<file path="config.mk">
export PLATFORM = sky130hd
export DESIGN_NAME = ltc2308_responder_flat
export DESIGN_NICKNAME = d
export VERILOG_FILES = /design/src/rtl/ltc2308_responder_if.sv /design/src/rtl/ltc2308_responder.sv /design/src/flat_wrapper.sv
export SDC_FILE = /design/constraint.sdc
export NUM_CORES = 1
export LEC_CHECK = 0
export ABC_AREA = 0
export CORE_MARGIN = 5
export CORE_UTILIZATION = 25
export DETAILED_ROUTE_END_ITERATION = 12
export PLACE_DENSITY = 0.45
export SETUP_SLACK_MARGIN = 0.5
export SLEW_MARGIN = 25
export SYNTH_ARGS = -nofsm -noshare
export SYNTH_HDL_FRONTEND = slang
export SYNTH_SLANG_ARGS = --single-unit
</file>
<file path="constraint.sdc">
create_clock -name clk_50 -period 2.38 [get_ports clk_50]
set_input_delay 0.476 -clock clk_50 [delete_from_list [all_inputs] [get_ports clk_50]]
set_output_delay 0.476 -clock clk_50 [all_outputs]
set_load 0.02 [all_outputs]
</file>
<file path="src/rtl/ltc2308_responder_if.sv">
// ---------------------------------------------------------------------------
// ltc2308_responder_if : 4-wire LTC2308 serial link (cs/sck/mosi/miso). Rev 1.0
// ---------------------------------------------------------------------------
`default_nettype none

interface ltc2308_responder_if;
  logic cs;
  logic sck;
  logic mosi;
  logic miso;

  modport master (output cs, output sck, output mosi, input miso);
  modport slave  (input cs, input sck, input mosi, output miso);
endinterface

`default_nettype wire

</file>
<file path="src/rtl/ltc2308_responder.sv">
// ---------------------------------------------------------------------------
// ltc2308_responder : oversampled LTC2308 ADC emulator for hardware-in-loop tests. Rev 1.0
// ---------------------------------------------------------------------------
`default_nettype none

module ltc2308_responder #(
  parameter int DATA_W      = 12,
  parameter int CFG_W       = 6,
  parameter int CONV_CYCLES = 80,
  parameter int SYNC_STAGES = 2
) (
  input  wire logic                  clk_50,
  input  wire logic                  reset_n,
  ltc2308_responder_if.slave         spi,
  input  wire logic [8*DATA_W-1:0]   ch_data,
  output logic                       busy,
  output logic [CFG_W-1:0]           cfg_word,
  output logic [15:0]                conv_count,
  output logic                       frame_err
);

  localparam int TIMER_W = $clog2(CONV_CYCLES);
  localparam int CNT_W   = $clog2(CFG_W + 1);
  localparam logic [CNT_W-1:0]   CFG_CNT   = CNT_W'(CFG_W);
  localparam logic [TIMER_W-1:0] TIMER_MAX = TIMER_W'(CONV_CYCLES - 1);
  localparam logic [CFG_W-1:0]   CFG_RESET = 6'b100010;
  localparam logic [DATA_W-1:0]  SIGN_BIT  = {1'b1, {(DATA_W-1){1'b0}}};

  localparam logic [1:0] ST_IDLE  = 2'd0;
  localparam logic [1:0] ST_CONV  = 2'd1;
  localparam logic [1:0] ST_FRAME = 2'd2;

  logic [SYNC_STAGES-1:0] cs_sync_q,   cs_sync_d;
  logic [SYNC_STAGES-1:0] sck_sync_q,  sck_sync_d;
  logic [SYNC_STAGES-1:0] mosi_sync_q, mosi_sync_d;
  logic                   cs_prev_q,   sck_prev_q;

  logic [1:0]         state_q,      state_d;
  logic [TIMER_W-1:0] timer_q,      timer_d;
  logic [DATA_W-1:0]  result_q,     result_d;
  logic [DATA_W-1:0]  shift_q,      shift_d;
  logic [DATA_W-1:0]  sample_q,     sample_d;
  logic [CFG_W-1:0]   cfg_word_q,   cfg_word_d;
  logic [CFG_W-1:0]   cfg_shift_q,  cfg_shift_d;
  logic [CNT_W-1:0]   rise_cnt_q,   rise_cnt_d;
  logic [15:0]        conv_count_q, conv_count_d;
  logic               miso_q,       miso_d;
  logic               frame_err_q,  frame_err_d;

  logic       cs_s, sck_s, mosi_s;
  logic       cs_rise, cs_fall, sck_rise, sck_fall;
  logic       start_conv;
  logic [2:0] ch_sel;

  // SYNC_STAGES must be at least 2 for this shift form.
  always_comb begin
    cs_sync_d   = {cs_sync_q[SYNC_STAGES-2:0],   spi.cs};
    sck_sync_d  = {sck_sync_q[SYNC_STAGES-2:0],  spi.sck};
    mosi_sync_d = {mosi_sync_q[SYNC_STAGES-2:0], spi.mosi};
  end

  assign cs_s     = cs_sync_q[SYNC_STAGES-1];
  assign sck_s    = sck_sync_q[SYNC_STAGES-1];
  assign mosi_s   = mosi_sync_q[SYNC_STAGES-1];
  assign cs_rise  = cs_s & ~cs_prev_q;
  assign cs_fall  = ~cs_s & cs_prev_q;
  assign sck_rise = sck_s & ~sck_prev_q;
  assign sck_fall = ~sck_s & sck_prev_q;

  always_comb begin
    state_d      = state_q;
    timer_d      = timer_q;
    result_d     = result_q;
    shift_d      = shift_q;
    sample_d     = sample_q;
    cfg_word_d   = cfg_word_q;
    cfg_shift_d  = cfg_shift_q;
    rise_cnt_d   = rise_cnt_q;
    conv_count_d = conv_count_q;
    miso_d       = miso_q;
    frame_err_d  = 1'b0;
    start_conv   = 1'b0;
    ch_sel       = 3'd0;

    case (state_q)
      ST_IDLE: begin
        if (cs_rise) begin
          start_conv = 1'b1;
        end else if (cs_fall) begin
          state_d    = ST_FRAME;
          shift_d    = result_q;
          miso_d     = result_q[DATA_W-1];
          rise_cnt_d = '0;
        end
      end
      ST_CONV: begin
        if (cs_rise) frame_err_d = 1'b1;
        if (timer_q == '0) begin
          if (!cfg_word_q[5]) begin
            result_d    = '0;
            frame_err_d = 1'b1;
          end else if (cfg_word_q[1]) begin
            result_d = sample_q;
          end else begin
            result_d = sample_q ^ SIGN_BIT;
          end
          conv_count_d = conv_count_q + 16'd1;
          // A frame that opened during conversion starts now with the fresh result.
          if (!cs_s) begin
            state_d    = ST_FRAME;
            shift_d    = result_d;
            miso_d     = result_d[DATA_W-1];
            rise_cnt_d = '0;
          end else begin
            state_d = ST_IDLE;
          end
        end else begin
          timer_d = timer_q - 1'b1;
        end
      end
      ST_FRAME: begin
        if (cs_rise) begin
          start_conv = 1'b1;
          miso_d     = 1'b0;
          if (rise_cnt_q == CFG_CNT) cfg_word_d  = cfg_shift_q;
          else                       frame_err_d = 1'b1;
        end else begin
          if (sck_rise && rise_cnt_q < CFG_CNT) begin
            cfg_shift_d = {cfg_shift_q[CFG_W-2:0], mosi_s};
            rise_cnt_d  = rise_cnt_q + 1'b1;
          end
          if (sck_fall) begin
            shift_d = {shift_q[DATA_W-2:0], 1'b0};
            miso_d  = shift_q[DATA_W-2];
          end
        end
      end
      default: state_d = ST_IDLE;
    endcase

    // Channel sampled with the config that governs this conversion.
    if (start_conv) begin
      state_d = ST_CONV;
      timer_d = TIMER_MAX;
      ch_sel  = {cfg_word_d[3], cfg_word_d[2], cfg_word_d[4]};
      for (int i = 0; i < 8; i++) begin
        if (ch_sel == 3'(i)) sample_d = ch_data[i*DATA_W +: DATA_W];
      end
    end
  end

  always_ff @(posedge clk_50 or negedge reset_n) begin
    if (!reset_n) begin
      cs_sync_q    <= '1;
      sck_sync_q   <= '0;
      mosi_sync_q  <= '0;
      cs_prev_q    <= 1'b1;
      sck_prev_q   <= 1'b0;
      state_q      <= ST_IDLE;
      timer_q      <= '0;
      result_q     <= '0;
      shift_q      <= '0;
      sample_q     <= '0;
      cfg_word_q   <= CFG_RESET;
      cfg_shift_q  <= '0;
      rise_cnt_q   <= '0;
      conv_count_q <= '0;
      miso_q       <= 1'b0;
      frame_err_q  <= 1'b0;
    end else begin
      cs_sync_q    <= cs_sync_d;
      sck_sync_q   <= sck_sync_d;
      mosi_sync_q  <= mosi_sync_d;
      cs_prev_q    <= cs_s;
      sck_prev_q   <= sck_s;
      state_q      <= state_d;
      timer_q      <= timer_d;
      result_q     <= result_d;
      shift_q      <= shift_d;
      sample_q     <= sample_d;
      cfg_word_q   <= cfg_word_d;
      cfg_shift_q  <= cfg_shift_d;
      rise_cnt_q   <= rise_cnt_d;
      conv_count_q <= conv_count_d;
      miso_q       <= miso_d;
      frame_err_q  <= frame_err_d;
    end
  end

  assign spi.miso   = miso_q;
  assign busy       = (state_q == ST_CONV);
  assign cfg_word   = cfg_word_q;
  assign conv_count = conv_count_q;
  assign frame_err  = frame_err_q;

endmodule

`default_nettype wire
</file>
<file path="src/flat_wrapper.sv">
// flat-port wrapper written by rule: the top's interface ports become plain ports
module ltc2308_responder_flat 
#(
  parameter int DATA_W      = 12,
  parameter int CFG_W       = 6,
  parameter int CONV_CYCLES = 80,
  parameter int SYNC_STAGES = 2
)
  (clk_50, reset_n, ch_data, busy, cfg_word, conv_count, frame_err, spi_cs, spi_sck, spi_mosi, spi_miso);
  ltc2308_responder_if spi_i ();
  input  wire logic clk_50;
  input  wire logic reset_n;
  input  wire logic [8*DATA_W-1:0] ch_data;
  output logic busy;
  output logic [CFG_W-1:0] cfg_word;
  output logic [15:0] conv_count;
  output logic frame_err;
  input wire logic [$bits(spi_i.cs)-1:0] spi_cs;
  input wire logic [$bits(spi_i.sck)-1:0] spi_sck;
  input wire logic [$bits(spi_i.mosi)-1:0] spi_mosi;
  output wire logic [$bits(spi_i.miso)-1:0] spi_miso;
  assign spi_i.cs = spi_cs;
  assign spi_i.sck = spi_sck;
  assign spi_i.mosi = spi_mosi;
  assign spi_miso = spi_i.miso;
  ltc2308_responder #(.DATA_W(DATA_W), .CFG_W(CFG_W), .CONV_CYCLES(CONV_CYCLES), .SYNC_STAGES(SYNC_STAGES)) u_core (.clk_50(clk_50), .reset_n(reset_n), .spi(spi_i), .ch_data(ch_data), .busy(busy), .cfg_word(cfg_word), .conv_count(conv_count), .frame_err(frame_err));
endmodule
</file>
; ---- Word level (Yosys, flattened, before mapping)
; Index checks and enable logic that the tools add are counted.
; Widths: inputs -> output; s select.
[totals]
regBits = 85
input_bits = 101
out_inout_bits = 25
word_cells = 121
[op_classes]
n_addsub = 3
n_lt_le_gt_ge = 1
n_eq_ne = 23
mux = 50
n_bitwise = 10
n_reduce_logical = 17
[ops]
columns = operator, n
row1 = $mux 12, 10
row2 = $mux 11, 6
row3 = $pmux 11 s3, 1
row4 = $mux 7, 3
row5 = $mux 3, 6
row6 = $add 16x1->16 const B, 1
row7 = $eq 3x3->1 const B, 5
row8 = $mux 5, 3
row9 = $reduce_and 7->1, 2
row10 = $mux 1, 12
row11 = $ne 2x1->1 const B, 6
row12 = $mux 2, 5
row13 = $ne 3x1->1 const B, 3
row14 = $pmux 3 s3, 1
row15 = $reduce_bool 8->1, 1
row16 = $logic_not 7->1, 1
row17 = $sub 7x1->7 const B, 1
row18 = $eq 3x2->1 const B, 2
row19 = $ne 2x2->1 const B, 3
row20 = $not 1->1, 6
row21 = $pmux 2 s3, 1
row22 = $reduce_and 2->1, 3
row23 = $reduce_and 3->1, 2
row24 = $reduce_and 6->1, 1
row25 = 16 further kinds, 19

; ---- Depth between registers and ports, before layout
[depth]
word_depth = 13
depth_mapped = 9
depth_no_buf = 7

; ---- Worst setup path after synthesis
; No wires, ideal clock.
[synth_timing]
kind = reg-to-reg
startpoint = register u_core.state_q[0]
endpoint = register u_core.sample_q[2]
setup_time_ns = 0.123
arrival_ns = 2.007
required_time_ns = 2.257
setup_slack_ns = 0.250
path_stages_with_launch = 9
n_path_buf = 1
synth_period_minus_slack_ns = 2.130
path_cell_list = dfrtp_1 -> inv_1 -> ha_1 -> and3b_1 -> buf_2 -> a21oi_1 -> or3_1 -> a221o_1 -> o221a_2
[synth_between]
elab_chain_len = 10
elab_cells_between_ends = 22
classes_between = eq/ne: 8 / mux: 9 / reduce/logical: 5
[synth_lines]
columns = item, line_no
row1 = "start, declared", ltc2308_responder.sv:38  ; logic [1:0] state_q, state_d;
row2 = "start signal, assigned", ltc2308_responder.sv:176  ; state_q <= state_d;
row3 = $eq 2x2->1, ltc2308_responder.sv:85  ; case (state_q)
row4 = $mux 5, ltc2308_responder.sv:85
row5 = $eq 3x1->1, ltc2308_responder.sv:147  ; if (ch_sel == 3'(i)) sample_d = ch_data[i*DATA_W +: DATA_W];
row6 = $mux 12 (7 in a row), ltc2308_responder.sv:147
row7 = "end signal, assigned", ltc2308_responder.sv:180  ; sample_q <= sample_d;
row8 = "end, declared", ltc2308_responder.sv:42  ; logic [DATA_W-1:0] sample_q, sample_d;
; Several ways; a longest one is shown, not always the timed one.
; A chain may end at the register's enable or synchronous reset.

; ---- Worst setup path in the final report
[layout_timing]
startpoint = register u_core.state_q[0]
endpoint = register u_core.sample_q[8]
; The elaborated chain is that of the path after synthesis.

==> summary.md <==
| Metric | Value |
|---|---|
| Outcome | `finished clean` |
| Ratio of cells with drive above 1 in the final layout | `0.1812` |
| CTS tree | `done` |
| Residual DRC | `0` |
| PwrDens | `about 900 nW/um^2` |
| Total power draw | `roughly 6.3 mW` |
| Tmin final | `between 2 and 2.5 ns` |
| Worst Path Class, Setup | `flop to flop` |
| Cells after synthesis | `531` |
| Post-Place Cells | `between 800 and 900` |
| Iter 0 DRT Violations | `just under 300` |
| Setup_tns | `0 ns` |
| Hold Slack | `between 0.08 and 0.09 ns` |
| Largest cells by area after synthesis | `dfrtp_1 (42%), nand2_1 (6.7%), a21oi_1 (4.4%)` |
| Final worst-path cycle share | `0.8877` |
| Core area | `between 15000 and 20000 um^2` |
| Max-cap viol count | `0` |
| Ys async rst share | `1.000` |
| Routability cong. | `0.8076` |
| Fin nets | `a little under 800` |
| Synth Register Bits | `85` |
| Switch share | `0.3503` |
| Die footprint | `between 20000 and 25000 um^2` |
| Worst Tran Pin Value | `between 0.4 and 0.5 ns` |
| Clock Power Share | `0.267` |
| Total number of vias | `4579` |
| Num CTS Buffers | `9` |
| Clock sink total | `between 80 and 90` |
| RR Endpoint | `u_core.sample_q[8]` |
| Die W | `~150 um` |
| Worst Setup End Kind | `flop` |
| Worst Path Max Fanout | `5` |
| Final max-slew violation count | `0` |
| Ys Warns | `0` |
| Critical Path Max Stage Delay | `~0.39 ns` |
| Worst reg2reg setup slack | `~0.27 ns` |
| CP Cell Sequence | `inv_2 > ha_4 > and3b_2 > buf_6 > a21oi_2 > or3_4 > a221o_1 > o221a_1` |
| Critical Path RT | `2.61 ns` |
| Fillers | `approximately 1.9k` |
| Cell leakage power | `3.077 nW` |
| Post-synth top cells | `nand2_1 (86), dfrtp_1 (80), a21oi_1 (42)` |
| Port-buffer cells | `~130` |
| Initial antenna violation count | `0` |
| Final setup vio count | `0` |
| Wire per inst | `between 15 and 20 um` |
| Die height | `148.4 um` |
| Area of the multi-input gates | `roughly 2700 um^2` |
| Maximum VDD drop | `~0.37 mV` |
| Drt pass-1 iters | `4` |
| CP Launch Type | `flop` |
| WP data arrival | `2.34 ns` |
| Top-count cell post-synth | `nand2_1` |
| Final Hold Viols | `0` |
| Net Switching | `between 2 and 2.5 mW` |
| Post-route setup slack | `between 0.2 and 0.3 ns` |
| Slew HR | `0.6663` |
| Hold/Removal Path Class | `input port to asynchronous set/reset pin` |
| Register area | `~2100 um^2` |
| Final core occ | `0.3813` |
| Synthesized area per cell | `approximately 9 um^2` |
| Bufs on Longest Clock Path | `2` |
| Flop pwr share | `0.345` |
| Post-synth EDFFs | `0` |
| Detailed placer's ending HPWL | `approximately 12000 um` |
| Core Rows | `50` |
| Fin area | `~7200 um^2` |
| Setup Skew | `between 0.008 and 0.009 ns` |
| Antenna viol nets, final | `0` |
| Post-CTS Hold Buffers | `0` |
| Root Driver | `clkbuf_16` |
| Ant. Diodes | `0` |
| RSZ-0062 raised after global routing | `true` |
| Post-Syn Area | `4791 um^2` |
| Slowest CP cell | `dfrtp_1` |
| Tot GR Track Use | `0.1440` |
| Post-synth top area share | `0.4179` |
| # H-tree levels | `3` |
| Starting Density | `0.2553` |
| Final cell count without fillers | `slightly above 900` |
| Largest area contributor in the netlist | `dfrtp_1` |
| Peak Freq | `about 470 MHz` |
| Global-route wire length before repair | `around 25000 um` |
| Setup WS pre-CTS | `~0.079 ns` |
| Clock-pin slew on the worst setup and hold paths | `0.06 ns` |
| Area growth from synthesis to layout | `49.39%` |
| Vias in the first global route | `about 5k` |
| Internal power | `slightly above 4 mW` |
| Grt total ovfl | `0` |
| Top_reg_cell synth | `dfrtp_1` |
| Clk_lat worst skew | `0.34 ns` |
| Via-to-Cell Ratio | `4.956` |
| Register area share after synthesis | `0.4453` |
| Placed cell areas | `approximately 6500 um^2` |
| I/O pin count | `126` |
| Reg2reg path depth | `8` |
| Post-synthesis cell type count | `59` |
| Reg-to-Reg Start | `u_core.state_q[0]` |
| Largest net degree at the start of global routing | `53` |
| Routed wire length | `~16000 um` |
| Mapped Nets | `roughly 640` |
| Logic pwr share | `0.388` |
| Worst setup path start | `u_core.state_q[0]` |
-- placed cells by master, fill, tap and decap left out, types with 8 or more instances in the layout --
cell type,netlist,final
clkdlybuf4s50_1,0,106
nand2_1,86,82
dfrtp_1,80,78
a21oi_1,42,40
buf_4,1,38
o21ai_0,33,30
nor2_1,35,28
nand3_1,18,17
inv_1,18,16
a21o_1,15,15
xnor2_1,13,13
o2111ai_1,11,11
dlygate4sd2_1,0,11
o211ai_1,9,9
nand4_1,9,9
clkbuf_16,0,9
nand3b_1,8,8
-- registers in the layout, summed over array words and instances, names as in the netlist --
register / flops
u_core.sck_prev_q: 1
u_core.mosi_sync_q: 2
u_core.spi.miso: 1
u_core.shift_q: 11
u_core.timer_q: 7
u_core.conv_count: 16
u_core.sck_sync_q: 2
u_core.cs_sync_q: 2
u_core.result_q: 12
u_core.cfg_word: 6
u_core.state_q: 2
u_core.rise_cnt_q: 3
u_core.sample_q: 12
u_core.cs_prev_q: 1
u_core.cfg_shift_q: 6
u_core.frame_err: 1
-- kinds of logic (layout without fill, tap and decap cells) --
group	after synthesis	after routing	synth area share
simple gates	199	199	0.2024
compound gates	168	168	0.2416
flops	85	85	0.4453
buf+inv	45	204	0.03787
xor+xnor	19	19	0.03474
fa+ha+maj	9	9	0.02351
mux	6	6	0.01462
-- routing by layer --
layer / vias up / GRT usage / part of all wire
met5: - / 0 / 0
met4: 0 / 0.05035 / 0.020
met3: 19 / 0.03991 / 0.069
met2: 142 / 0.2382 / 0.46
met1: 2184 / 0.1808 / 0.45
li1: 2234 / - / -
-- worst max path at each step --
stage / cells past startpoint / endpoint
CTS: 8 / u_core.sample_q[8]
global placement: 7 / u_core.sample_q[2]
detailed placement: 7 / u_core.sample_q[2]
finish: 8 / u_core.sample_q[8]
global route: 8 / u_core.timer_q[5]
floorplan: 8 / u_core.sample_q[2]
-- cell type report --
type | count | area share
Tap cell | 234 | 0.04091
Sequential cell | 85 | 0.2984
Clock inverter | 6 | 0.01661
Timing Repair Buffer | 170 | 0.2262
Multi-Input combinational cell | 401 | 0.3750
Clock buffer | 10 | 0.03339
Inverter | 18 | 0.009441
-- critical path, delay by kind of cell (launching register included) --
kind	cells	cell delay (ns)
AND/OR/NAND/NOR	2	0.61
AO/OA/AOI/OAI	3	0.58
flip-flops	1	0.39
buffers and inverters	2	0.23
adder cells (fa/ha/maj)	1	0.18
-- power by group through the flow --
stage	logic (mW)	registers [mW]	clock network (mW)
2_1_floorplan	1.38	2.07	0
3_3_place_gp	1.97	2.16	0
3_5_place_dp	2.01	2.17	0
4_1_cts	2.25	2.15	1.73
5_1_grt	2.70	2.20	1.79
6_report	2.43	2.16	1.67
-- timing repair --
| item | CTS | global route |
|---|---|---|
| hold endpoints to repair | 0 | 0 |
| gates cloned | 1 | 1 |
| endpoints found under the setup margin | 59 | 53 |
| resized for setup | 36 | 42 |
| pin swaps | 10 | 14 |
| setup buffers | 11 | 4 |
Note: power is estimated with default switching activity, not from simulation.
